## config.mk

```make
export PLATFORM = sky130hd
export DESIGN_NAME = mm_result_sink
export DESIGN_NICKNAME = d
export VERILOG_FILES = /design/src/rtl/mm_result_sink_pkg.sv /design/src/rtl/mm_sink_maxtrack.sv /design/src/rtl/mm_result_sink.sv
export SDC_FILE = /design/constraint.sdc
export NUM_CORES = 1
export LEC_CHECK = 0
export CAP_MARGIN = 20
export CORE_MARGIN = 2
export CORE_UTILIZATION = 40
export CTS_CLUSTER_DIAMETER = 60
export DETAILED_ROUTE_END_ITERATION = 16
export DONT_BUFFER_PORTS = 1
export PLACE_DENSITY_LB_ADDON = 0.2
export SYNTH_ARGS = -nofsm -noshare
export SYNTH_HDL_FRONTEND = slang
export SYNTH_HIERARCHICAL = 1
export SYNTH_SLANG_ARGS = --single-unit
```

## constraint.sdc

```tcl
create_clock -name clk -period 32.2 [get_ports clk]
set_input_delay 3.22 -clock clk [delete_from_list [all_inputs] [get_ports clk]]
set_output_delay 3.22 -clock clk [all_outputs]
set_load 0.02 [all_outputs]
```

## src/rtl/mm_result_sink_pkg.sv

```systemverilog
// Shared definitions for the matrix-multiply result sink.
// Holds element/sum widths, dimension limits, index widths and the
// state encoding used by mm_result_sink and mm_sink_maxtrack.
package mm_result_sink_pkg;
    localparam int DW      = 20;                     // result element width (signed)
    localparam int MAX_DIM = 4;                      // max rows / cols
    localparam int IW      = $clog2(MAX_DIM);        // row/col index width
    localparam int DIMW    = $clog2(MAX_DIM + 1);    // dimension count width (0..MAX_DIM)
    localparam int SW      = DW + 4;                 // sum width: 16 full-scale elements

    localparam logic [DIMW-1:0] DIM_LIMIT = DIMW'(MAX_DIM);

    typedef enum logic [1:0] {
        ST_IDLE    = 2'd0,
        ST_COLLECT = 2'd1,
        ST_DONE    = 2'd2
    } state_e;
endpackage

```

## src/rtl/mm_sink_maxtrack.sv

```systemverilog
// Running signed maximum with position.
// Ports:
//   clk, rst      clock, async active-high reset
//   init          load data at (row,col) unconditionally (first beat of a frame)
//   upd           load data at (row,col) only if strictly greater than current max
//   clr           zero the tracked value and position
//   data,row,col  candidate element and its coordinates
//   max_val, max_row, max_col   registered maximum and its position
module mm_sink_maxtrack
    import mm_result_sink_pkg::*;
(
    input  logic                 clk,
    input  logic                 rst,
    input  logic                 init,
    input  logic                 upd,
    input  logic                 clr,
    input  logic signed [DW-1:0] data,
    input  logic [IW-1:0]        row,
    input  logic [IW-1:0]        col,
    output logic signed [DW-1:0] max_val,
    output logic [IW-1:0]        max_row,
    output logic [IW-1:0]        max_col
);
    logic signed [DW-1:0] max_val_q, max_val_d;
    logic [IW-1:0]        max_row_q, max_row_d;
    logic [IW-1:0]        max_col_q, max_col_d;

    always_comb begin
        max_val_d = max_val_q;
        max_row_d = max_row_q;
        max_col_d = max_col_q;
        if (clr) begin
            max_val_d = '0;
            max_row_d = '0;
            max_col_d = '0;
        end else if (init || (upd && (data > max_val_q))) begin
            // strict compare: ties keep the earliest position
            max_val_d = data;
            max_row_d = row;
            max_col_d = col;
        end
    end

    always_ff @(posedge clk or posedge rst) begin
        if (rst) begin
            max_val_q <= '0;
            max_row_q <= '0;
            max_col_q <= '0;
        end else begin
            max_val_q <= max_val_d;
            max_row_q <= max_row_d;
            max_col_q <= max_col_d;
        end
    end

    assign max_val = max_val_q;
    assign max_row = max_row_q;
    assign max_col = max_col_q;
endmodule

```

## src/rtl/mm_result_sink.sv

```systemverilog
// Result sink of the matrix-multiply engine.
// Captures one row-major result frame (row_last marks row ends), recovers
// rows/cols, flags shape errors, accumulates the element sum and tracks the
// signed maximum. The frame is held for random-access readback until clr.
// Ports:
//   clk, rst                          clock, async active-high reset
//   in_valid/in_data/in_row_last      result stream (no backpressure)
//   in_legal                          sampled on first beat; 0 = mismatch frame
//   clr                               release a DONE frame
//   rd_en/rd_row/rd_col               readback request
//   rd_data/rd_vld                    registered readback (1-cycle latency)
//   done/legal/err/rows/cols/sum/max_val/max_row/max_col   frame results
module mm_result_sink
    import mm_result_sink_pkg::*;
(
    input  logic                 clk,
    input  logic                 rst,
    input  logic                 in_valid,
    input  logic signed [DW-1:0] in_data,
    input  logic                 in_row_last,
    input  logic                 in_legal,
    input  logic                 clr,
    input  logic                 rd_en,
    input  logic [IW-1:0]        rd_row,
    input  logic [IW-1:0]        rd_col,
    output logic signed [DW-1:0] rd_data,
    output logic                 rd_vld,
    output logic                 done,
    output logic                 legal,
    output logic                 err,
    output logic [DIMW-1:0]      rows,
    output logic [DIMW-1:0]      cols,
    output logic signed [SW-1:0] sum,
    output logic signed [DW-1:0] max_val,
    output logic [IW-1:0]        max_row,
    output logic [IW-1:0]        max_col
);
    state_e state_q, state_d;
    // Pointers run 0..MAX_DIM; a beat arriving with either at MAX_DIM overflows.
    logic [DIMW-1:0] r_q, r_d, c_q, c_d;
    logic [DIMW-1:0] rows_q, rows_d, cols_q, cols_d;
    logic signed [SW-1:0] sum_q, sum_d;
    logic legal_q, legal_d, err_q, err_d;
    logic signed [DW-1:0] rd_data_q, rd_data_d;
    logic rd_vld_q, rd_vld_d;
    logic [MAX_DIM-1:0][MAX_DIM-1:0][DW-1:0] mem_q, mem_d;

    logic mt_init, mt_upd, mt_clr;
    logic signed [SW-1:0] in_ext;

    assign in_ext = SW'(in_data);

    always_comb begin
        state_d = state_q;
        r_d     = r_q;
        c_d     = c_q;
        rows_d  = rows_q;
        cols_d  = cols_q;
        sum_d   = sum_q;
        legal_d = legal_q;
        err_d   = err_q;
        mem_d   = mem_q;
        mt_init = 1'b0;
        mt_upd  = 1'b0;
        mt_clr  = 1'b0;
        unique case (state_q)
            ST_IDLE: begin
                if (in_valid) begin
                    legal_d = in_legal;
                    state_d = ST_DONE;   // illegal frame: results stay zero
                    if (in_legal) begin
                        state_d     = ST_COLLECT;
                        mem_d[0][0] = in_data;
                        sum_d       = in_ext;
                        mt_init     = 1'b1;
                        if (in_row_last) begin
                            r_d    = DIMW'(1);
                            c_d    = '0;
                            cols_d = DIMW'(1);
                        end else begin
                            r_d = '0;
                            c_d = DIMW'(1);
                        end
                    end
                end
            end
            ST_COLLECT: begin
                if (in_valid) begin
                    if (r_q == DIM_LIMIT || c_q == DIM_LIMIT) begin
                        err_d = 1'b1;    // no room: drop beat, pointers hold
                    end else begin
                        mem_d[r_q[IW-1:0]][c_q[IW-1:0]] = in_data;
                        sum_d  = sum_q + in_ext;
                        mt_upd = 1'b1;
                        if (in_row_last) begin
                            r_d = r_q + DIMW'(1);
                            c_d = '0;
                            if (r_q == '0)
                                cols_d = c_q + DIMW'(1);
                            else if ((c_q + DIMW'(1)) != cols_q)
                                err_d = 1'b1;
                        end else begin
                            c_d = c_q + DIMW'(1);
                        end
                    end
                end else begin
                    state_d = ST_DONE;
                    rows_d  = r_q;
                    if (c_q != '0) begin
                        // final row lacked row_last: count it, flag it
                        rows_d = r_q + DIMW'(1);
                        err_d  = 1'b1;
                        if (r_q == '0) cols_d = c_q;
                    end
                end
            end
            ST_DONE: begin
                if (clr) begin
                    state_d = ST_IDLE;
                    r_d     = '0;
                    c_d     = '0;
                    rows_d  = '0;
                    cols_d  = '0;
                    sum_d   = '0;
                    legal_d = 1'b0;
                    err_d   = 1'b0;
                    mem_d   = '0;
                    mt_clr  = 1'b1;
                end else if (in_valid) begin
                    err_d = 1'b1;
                end
            end
            default: state_d = ST_IDLE;
        endcase
    end

    // Readback: every rd_en yields rd_vld; data is zero unless in-frame and DONE.
    always_comb begin
        rd_vld_d  = rd_en;
        rd_data_d = '0;
        if (rd_en && state_q == ST_DONE &&
            ({1'b0, rd_row} < rows_q) && ({1'b0, rd_col} < cols_q))
            rd_data_d = mem_q[rd_row][rd_col];
    end

    always_ff @(posedge clk or posedge rst) begin
        if (rst) begin
            state_q   <= ST_IDLE;
            r_q       <= '0;
            c_q       <= '0;
            rows_q    <= '0;
            cols_q    <= '0;
            sum_q     <= '0;
            legal_q   <= 1'b0;
            err_q     <= 1'b0;
            mem_q     <= '0;
            rd_data_q <= '0;
            rd_vld_q  <= 1'b0;
        end else begin
            state_q   <= state_d;
            r_q       <= r_d;
            c_q       <= c_d;
            rows_q    <= rows_d;
            cols_q    <= cols_d;
            sum_q     <= sum_d;
            legal_q   <= legal_d;
            err_q     <= err_d;
            mem_q     <= mem_d;
            rd_data_q <= rd_data_d;
            rd_vld_q  <= rd_vld_d;
        end
    end

    mm_sink_maxtrack u_maxtrack (
        .clk     (clk),
        .rst     (rst),
        .init    (mt_init),
        .upd     (mt_upd),
        .clr     (mt_clr),
        .data    (in_data),
        .row     (state_q == ST_IDLE ? '0 : r_q[IW-1:0]),
        .col     (state_q == ST_IDLE ? '0 : c_q[IW-1:0]),
        .max_val (max_val),
        .max_row (max_row),
        .max_col (max_col)
    );

    assign done    = (state_q == ST_DONE);
    assign legal   = legal_q;
    assign err     = err_q;
    assign rows    = rows_q;
    assign cols    = cols_q;
    assign sum     = sum_q;
    assign rd_data = rd_data_q;
    assign rd_vld  = rd_vld_q;
endmodule

```

==> reports/summary.txt, run 1 <==
Max VDD drop: 36.5 uV
CP max stage delay: 0.46 ns
largest family of logic cells by synthesized area: compound AO/OA/AOI/OAI gates
most common cell in the synthesized netlist: nand2_1
Cells after Synth: 2011
Clock power frac: 0.295
Rows: 82
Slowest cell on crit path: a2111oi_4
Slew Viols, Final: 0
antenna-violating nets left: 0
Routed WL: 59800 um
GRT Total Usage: 0.230
Avg Cell Area, Syn: 10.1 um^2
Post-Layout Cell Count: 2631
via count: 15290
Worst Path Max Fanout: 7
dominant cell type by area after synthesis: dfrtp_1
hold depth: 2
register area share after synthesis: 0.498
RSZ-0062 raised after global routing: false
r2r endpoint: mem_q[65]$_DFFE_PP0P_
Final Cycle Share: 0.161
NetSw: 697 uW
Crit Path Category: primary input to register
total CTS buffers: 46
layout cell share with drive strength beyond 1: 0.112
Post-Place Worst Slack: 26.45 ns
I/O pin total: 109
hold_buf cts: 0
setup ws final: 27.01 ns
clk_skew: 0.0179 ns
reg2reg start: r_q[0]$_DFFE_PP0P_
post-DP HPWL: 39100 um
HP Start: mem_q[291]$_DFFE_PP0P_
global-route wire length before repair: 94100 um
Synth Flop Type: dfrtp_1
largest net degree at the start of global routing: 208
synth top area cells: dfrtp_1 (50%), mux4_2 (11%), o21ai_0 (8.5%), nand2_1 (7.6%), ha_1 (3.5%)
area grow syn2layout: 10.1%
vias in the first global route: 15277
pwr/cell area: 80.9 nW/um^2
ys async rst share: 1.00
fillers: 4711
minimum clock period: 5.19 ns
placed instance area: 20800 um^2
DR iter-0 viols: 1321
max_cap viols: 0
DRC viols: 0
Tightest Pin Transition: 1.14 ns
P_leak: 9.77 nW
Via-to-Cell Ratio: 5.81
status: completed
initial antenna violation count: 1
Post-CTS Setup Repair Bufs: 0
Longest Clk Path Bufs: 3
post-synth cell types: 67
Util after Layout: 0.447
TritonCTS clock tree: done
Post-synth EDFFs: 0
syn_nets: 2100
total power: 1.81 mW
Chip Height: 230 um
final-report setup violation count: 0
crit end category: register
n_diodes: 0
cts repair resizes: 0
H-tree levels: 2
Combinational Power Share: 0.322
Die ar.: 52700 um^2
Min-Delay Endpoint: mem_q[291]$_DFFE_PP0P_
HP Class: register to register
Int Power: 1.12 mW
Synth top area share: 0.498
Reg2Reg Setup Slack: 28.41 ns
Max-slew headroom: 0.239
crit path launch: in_data[0]
flops & latches, synth: 405
xor/xnor share of the synthesized area: 0.0108
multiplexer share of the synthesized area: 0.113
RD Place Congestion: 0.893
compound-gate portion of the synthesized area: 0.152
Adder-Cell Fraction of Synth Area: 0.0360
Hold Vio Cnt, Final: 0
CTS root buffer: clkbuf_16
port bufs: 0
Placeable Area: 50200 um^2
clock slew at reported path FFs: 0.06 ns
clk_lat worst skew: 0.59 ns
total gr overflow: 0
final net count: 2011
Worst Reg-to-Reg Cells: 10
die span in x: 230 um
Post-Synth Simple-Gate Area: 0.149
Fmax achieved: 0.193 GHz
clock sinks: 405
critical-path cell list: ha_1, fa_1, a21o_1, a221oi_2, o21bai_2, a2111oi_4, nor2_2, and4b_1, o32a_1
Post-Syn Area: 20400 um^2
Critical Path Start Type: primary input
Synth Warn #: 6
Wirelength per Cell: 22.7 um
final hold slack: 0.470 ns
DR pass1 iterations: 5
Cell Count Post-Placement: 2544
sw frac: 0.384
top cells by count, synth: nand2_1 (411), dfrtp_1 (405), o21ai_0 (344), clkbuf_1 (146), mux4_2 (100)
Flop pwr share: 0.382
Initial Utilization: 0.406
crit path DAT: 5.67 ns
WP data required: 32.68 ns
Final Cell Area: 22400 um^2
Setup TNS Final: 0 ns
==> registers in the layout (all words and copies together), names as in the netlist, 2 cells and up <==
signal              cells
c_q                     3
cols                    3
mem_q                 320
r_q                     3
rd_data                20
rows                    3
state_q                 2
sum                    24
u_maxtrack/max_col      2
u_maxtrack/max_row      2
u_maxtrack/max_val     20
==> placed cells by master, fill, tap and decap left out, types with 14 or more instances in the layout <==
master / Yosys / final
ha_1: 57 / 57
nand4_1: 56 / 56
dfrtp_1: 405 / 405
nand2b_1: 33 / 33
o21ai_1: 0 / 15
a21oi_1: 49 / 48
or3_1: 24 / 24
buf_4: 1 / 27
nand2_1: 411 / 411
nand3_1: 14 / 14
nor2_1: 64 / 64
a22o_1: 20 / 20
mux4_2: 100 / 100
xnor2_1: 14 / 14
a211o_1: 25 / 25
clkbuf_16: 0 / 47
o21ai_0: 344 / 329
inv_1: 57 / 56
nor2b_1: 29 / 29
==> critical path, delay by kind of cell <==
kind / cells / cell delay (ns)
adders and majority gates: 2 / 0.61
and+or+nand+nor: 2 / 0.30
AOI/OAI and AO/OA: 5 / 1.54
==> how the worst max path moves through the flow <==
stage | endpoint
after detailed placement | mem_q[206]$_DFFE_PP0P_
after CTS | mem_q[206]$_DFFE_PP0P_
final | sum[14]$_DFFE_PP0P_
after global routing | mem_q[205]$_DFFE_PP0P_
after global placement | sum[14]$_DFFE_PP0P_
after floorplan | c_q[0]$_DFFE_PP0P_
==> power groups by stage <==
stage | Combinational, mW | Sequential (mW) | Clock (mW)
after detailed placement | 0.578 | 0.703 | 0
after global placement | 0.562 | 0.701 | 0
after CTS | 0.580 | 0.694 | 0.544
after floorplan | 0.434 | 0.677 | 0
final | 0.585 | 0.693 | 0.536
after global routing | 0.646 | 0.703 | 0.566
==> per-layer routing <==
layer,vias up,wire length (um),global-route usage
met3,86,3950,0.0507
met5,-,17,0
li1,6952,-,-
met1,7809,25200,0.302
met4,2,1380,0.0613
met2,441,29300,0.383
==> cell type report <==
type	instances	area (um^2)	share of cell area
Sequential cell	405	10100	0.452
Multi-Input combinational cell	1381	9380	0.419
Clock buffer	69	1360	0.0606
Tap cell	672	841	0.0375
Timing Repair Buffer	31	298	0.0133
Inverter	57	221	0.00988
Clock inverter	16	178	0.00793
==> cells by family (layout without fill, tap and decap cells) <==
logic type      Yosys count  in the layout
fa+ha+maj                58             58
flops                   405            405
xor+xnor                 25             25
simple gates            670            670
compound gates          524            524
mux                     104            104
buf+inv                 225            173
No activity file was read; power rests on OpenSTA's default activity.
==> inputs of run 2 (changes only) <==
Clock period 32.2 ns to 5.3 ns, I/O delays scaled along.
==> run 2 against run 1 <==
  * Sequential cell count did not move
  * Via count increased by 2.8%
  * Global-route usage grew 2.9 points
  * Utilization rose by 0.18 points
  * Non-clock buffer count increased by 18
  * Worst hold slack got worse by 0.43 ns
  * Register-to-register slack lost 27 ns
  * Clock-buffer cell count shrank 3
  * Final cell count rose by 0.53%
==> reports/summary.txt, run 2 (synthesized netlist as in run 1, its figures left out) <==
RSZ-0062 raised after global routing: false
largest net degree at the start of global routing: 172 (-17%)
area grow syn2layout: 10.6%
max_cap viols: 0 (unchanged)
Crit Path Category: register to register
Rows: 82 (unchanged)
clock slew at reported path FFs: 0.06 ns (about the same)
pwr/cell area: 493 nW/um^2 (+510%)
placed instance area: 21000 um^2 (+0.62%)
minimum clock period: 3.45 ns
DR pass1 iterations: 5 (unchanged)
TritonCTS clock tree: done
Critical Path Start Type: register
port bufs: 0 (unchanged)
Via-to-Cell Ratio: 5.94 (+2.2%)
Hold Vio Cnt, Final: 0 (unchanged)
Tightest Pin Transition: 1.08 ns (-0.0643 ns)
Final Cycle Share: 0.651
DR iter-0 viols: 1467 (+11%)
CTS root buffer: clkbuf_16
Slowest cell on crit path: nor2_1
Longest Clk Path Bufs: 3 (unchanged)
Post-Layout Cell Count: 2645 (+0.53%)
Routed WL: 67500 um (+13%)
Fmax achieved: 0.290 GHz
most frequent cells in the layout: nand2_1 (411), dfrtp_1 (405), o21ai_0 (329), mux4_2 (100), nor2_1 (64)
clock sinks: 405 (unchanged)
global-route wire length before repair: 102000 um (+8.8%)
Chip Height: 230 um (unchanged)
Clock power frac: 0.284 (-0.011)
sw frac: 0.395 (+0.0103)
Final Cell Area: 22500 um^2 (+0.40%)
vias in the first global route: 15835 (+3.7%)
Die ar.: 52700 um^2 (unchanged)
post-DP HPWL: 40200 um (+2.9%)
GRT Total Usage: 0.259 (+0.0291)
WP data required: 5.73 ns (-26.95 ns)
HP Class: primary input to async pin
crit end category: register
die span in x: 230 um (unchanged)
final net count: 2028 (+0.85%)
H-tree levels: 2 (unchanged)
Wirelength per Cell: 25.5 um (+12%)
Max-slew headroom: 0.282 (+0.0429)
Cell Count Post-Placement: 2560 (+0.63%)
status: completed
DRC viols: 0 (unchanged)
clk_skew: 0.0283 ns (+0.0104 ns)
crit path DAT: 3.88 ns (-1.79 ns)
CP max stage delay: 0.59 ns (+0.13 ns)
total power: 11.1 mW (+510%)
number of flip-flops in the largest register: 320 (unchanged)
RD Place Congestion: 0.887 (-0.67%)
most common cell after layout, fill and taps aside: nand2_1
I/O pin total: 109 (unchanged)
total CTS buffers: 45 (-2.2%)
final-report setup violation count: 0 (unchanged)
NetSw: 4.38 mW (+530%)
via count: 15713 (+2.8%)
Max VDD drop: 228 uV (+520%)
layout cell share with drive strength beyond 1: 0.120 (+0.00737)
Combinational Power Share: 0.336 (+0.014)
P_leak: 9.83 nW (+0.61%)
Int Power: 6.72 mW (+500%)
Placeable Area: 50200 um^2 (unchanged)
Setup TNS Final: 0 ns (unchanged)
antenna-violating nets left: 0 (unchanged)
critical-path cell list: inv_1, ha_1, a22o_1, o21ai_0, nand2_1, nor2_1, o21ai_1, buf_4, nand2_1, o21ai_0
total gr overflow: 0 (unchanged)
Initial Utilization: 0.406 (unchanged)
clk_lat worst skew: 0.60 ns (about the same)
Biggest register: mem_q
Worst Path Max Fanout: 15 (+8)
cts repair resizes: 0 (unchanged)
Flop pwr share: 0.380 (-0.002)
Slew Viols, Final: 0 (unchanged)
initial antenna violation count: 2 (+1)
==> run 2: cell count changes in the layout (fill, tap and decap cells not counted), moves of 2 or more <==
cell,change
clkinv_2,+2
clkbuf_1,-5
clkinv_8,+2
clkbuf_16,-2
buf_12,+2
buf_4,+15
clkbuf_8,+4
dlygate4sd3_1,+2
==> run 2: metrics by stage <==
| step | setup slack (ns) | hold WS, ns | util |
|---|---|---|---|
| floorplan | -0.350 | 0.445 | - |
| global placement | 2.06 | 0.456 | 0.417 |
| detailed placement | 1.95 | 0.387 | 0.418 |
| CTS | 1.92 | 0.0237 | 0.448 |
| global route | 1.56 | 0.0426 | 0.449 |
| finish | 1.85 | 0.0357 | 0.449 |
==> run 2: layout make-up <==
class	count	area, um^2
Clock inverter	14	138
Fill cell	4679	27700
Inverter	57	218
Clock buffer	66	1350
Multi-Input combinational cell	1381	9380
Sequential cell	405	10100
Tap cell	672	841
Antenna cell	1	2.50
Timing Repair Buffer	49	443
==> run 2: layer usage <==
| metal | track usage | vias to the layer above | share of wire |
|---|---|---|---|
| li1 | - | 6980 | - |
| met1 | 0.333 | 7932 | 0.40 |
| met4 | 0.113 | 0 | 0.045 |
| met3 | 0.0636 | 172 | 0.082 |
| met2 | 0.415 | 629 | 0.47 |
| met5 | 0 | - | 0 |
==> run 2: final timing paths <==
path	start	end	slack, ns	cells after the start
min reg2reg	mem_q[192]$_DFFE_PP0P_	mem_q[192]$_DFFE_PP0P_	0.47	2
min in group clk	in_row_last	c_q[0]$_DFFE_PP0P_	0.05	1
min	rst	mem_q[94]$_DFFE_PP0P_	0.04	2
max	r_q[0]$_DFFE_PP0P_	mem_q[299]$_DFFE_PP0P_	1.85	10
max in group asynchronous	rst	rd_data[1]$_DFF_PP0_	4.41	2
max reg2reg	r_q[0]$_DFFE_PP0P_	mem_q[299]$_DFFE_PP0P_	1.85	10
==> run 2: worst max-delay path, delay by kind of cell, from the launching register on <==
kind            cells  cell delay, ns
compound gates      4            1.23
simple gates        3            0.77
buf+inv             2            0.53
flops               1            0.43
fa+ha+maj           1            0.31
==> run 2: what timing repair did <==
item                      in CTS  in global routing
hold endpoints to repair       5                  0
hold buffers                   2                  0
setup buffers                  0                  0
==> run 2: power groups by stage <==
| stage | clock network, mW | logic, mW | registers (mW) |
|---|---|---|---|
| detailed placement | 0 | 3.64 | 4.27 |
| floorplan | 0 | 2.64 | 4.11 |
| global placement | 0 | 3.57 | 4.26 |
| global route | 3.33 | 4.08 | 4.27 |
| CTS | 3.21 | 3.65 | 4.22 |
| finish | 3.16 | 3.72 | 4.22 |
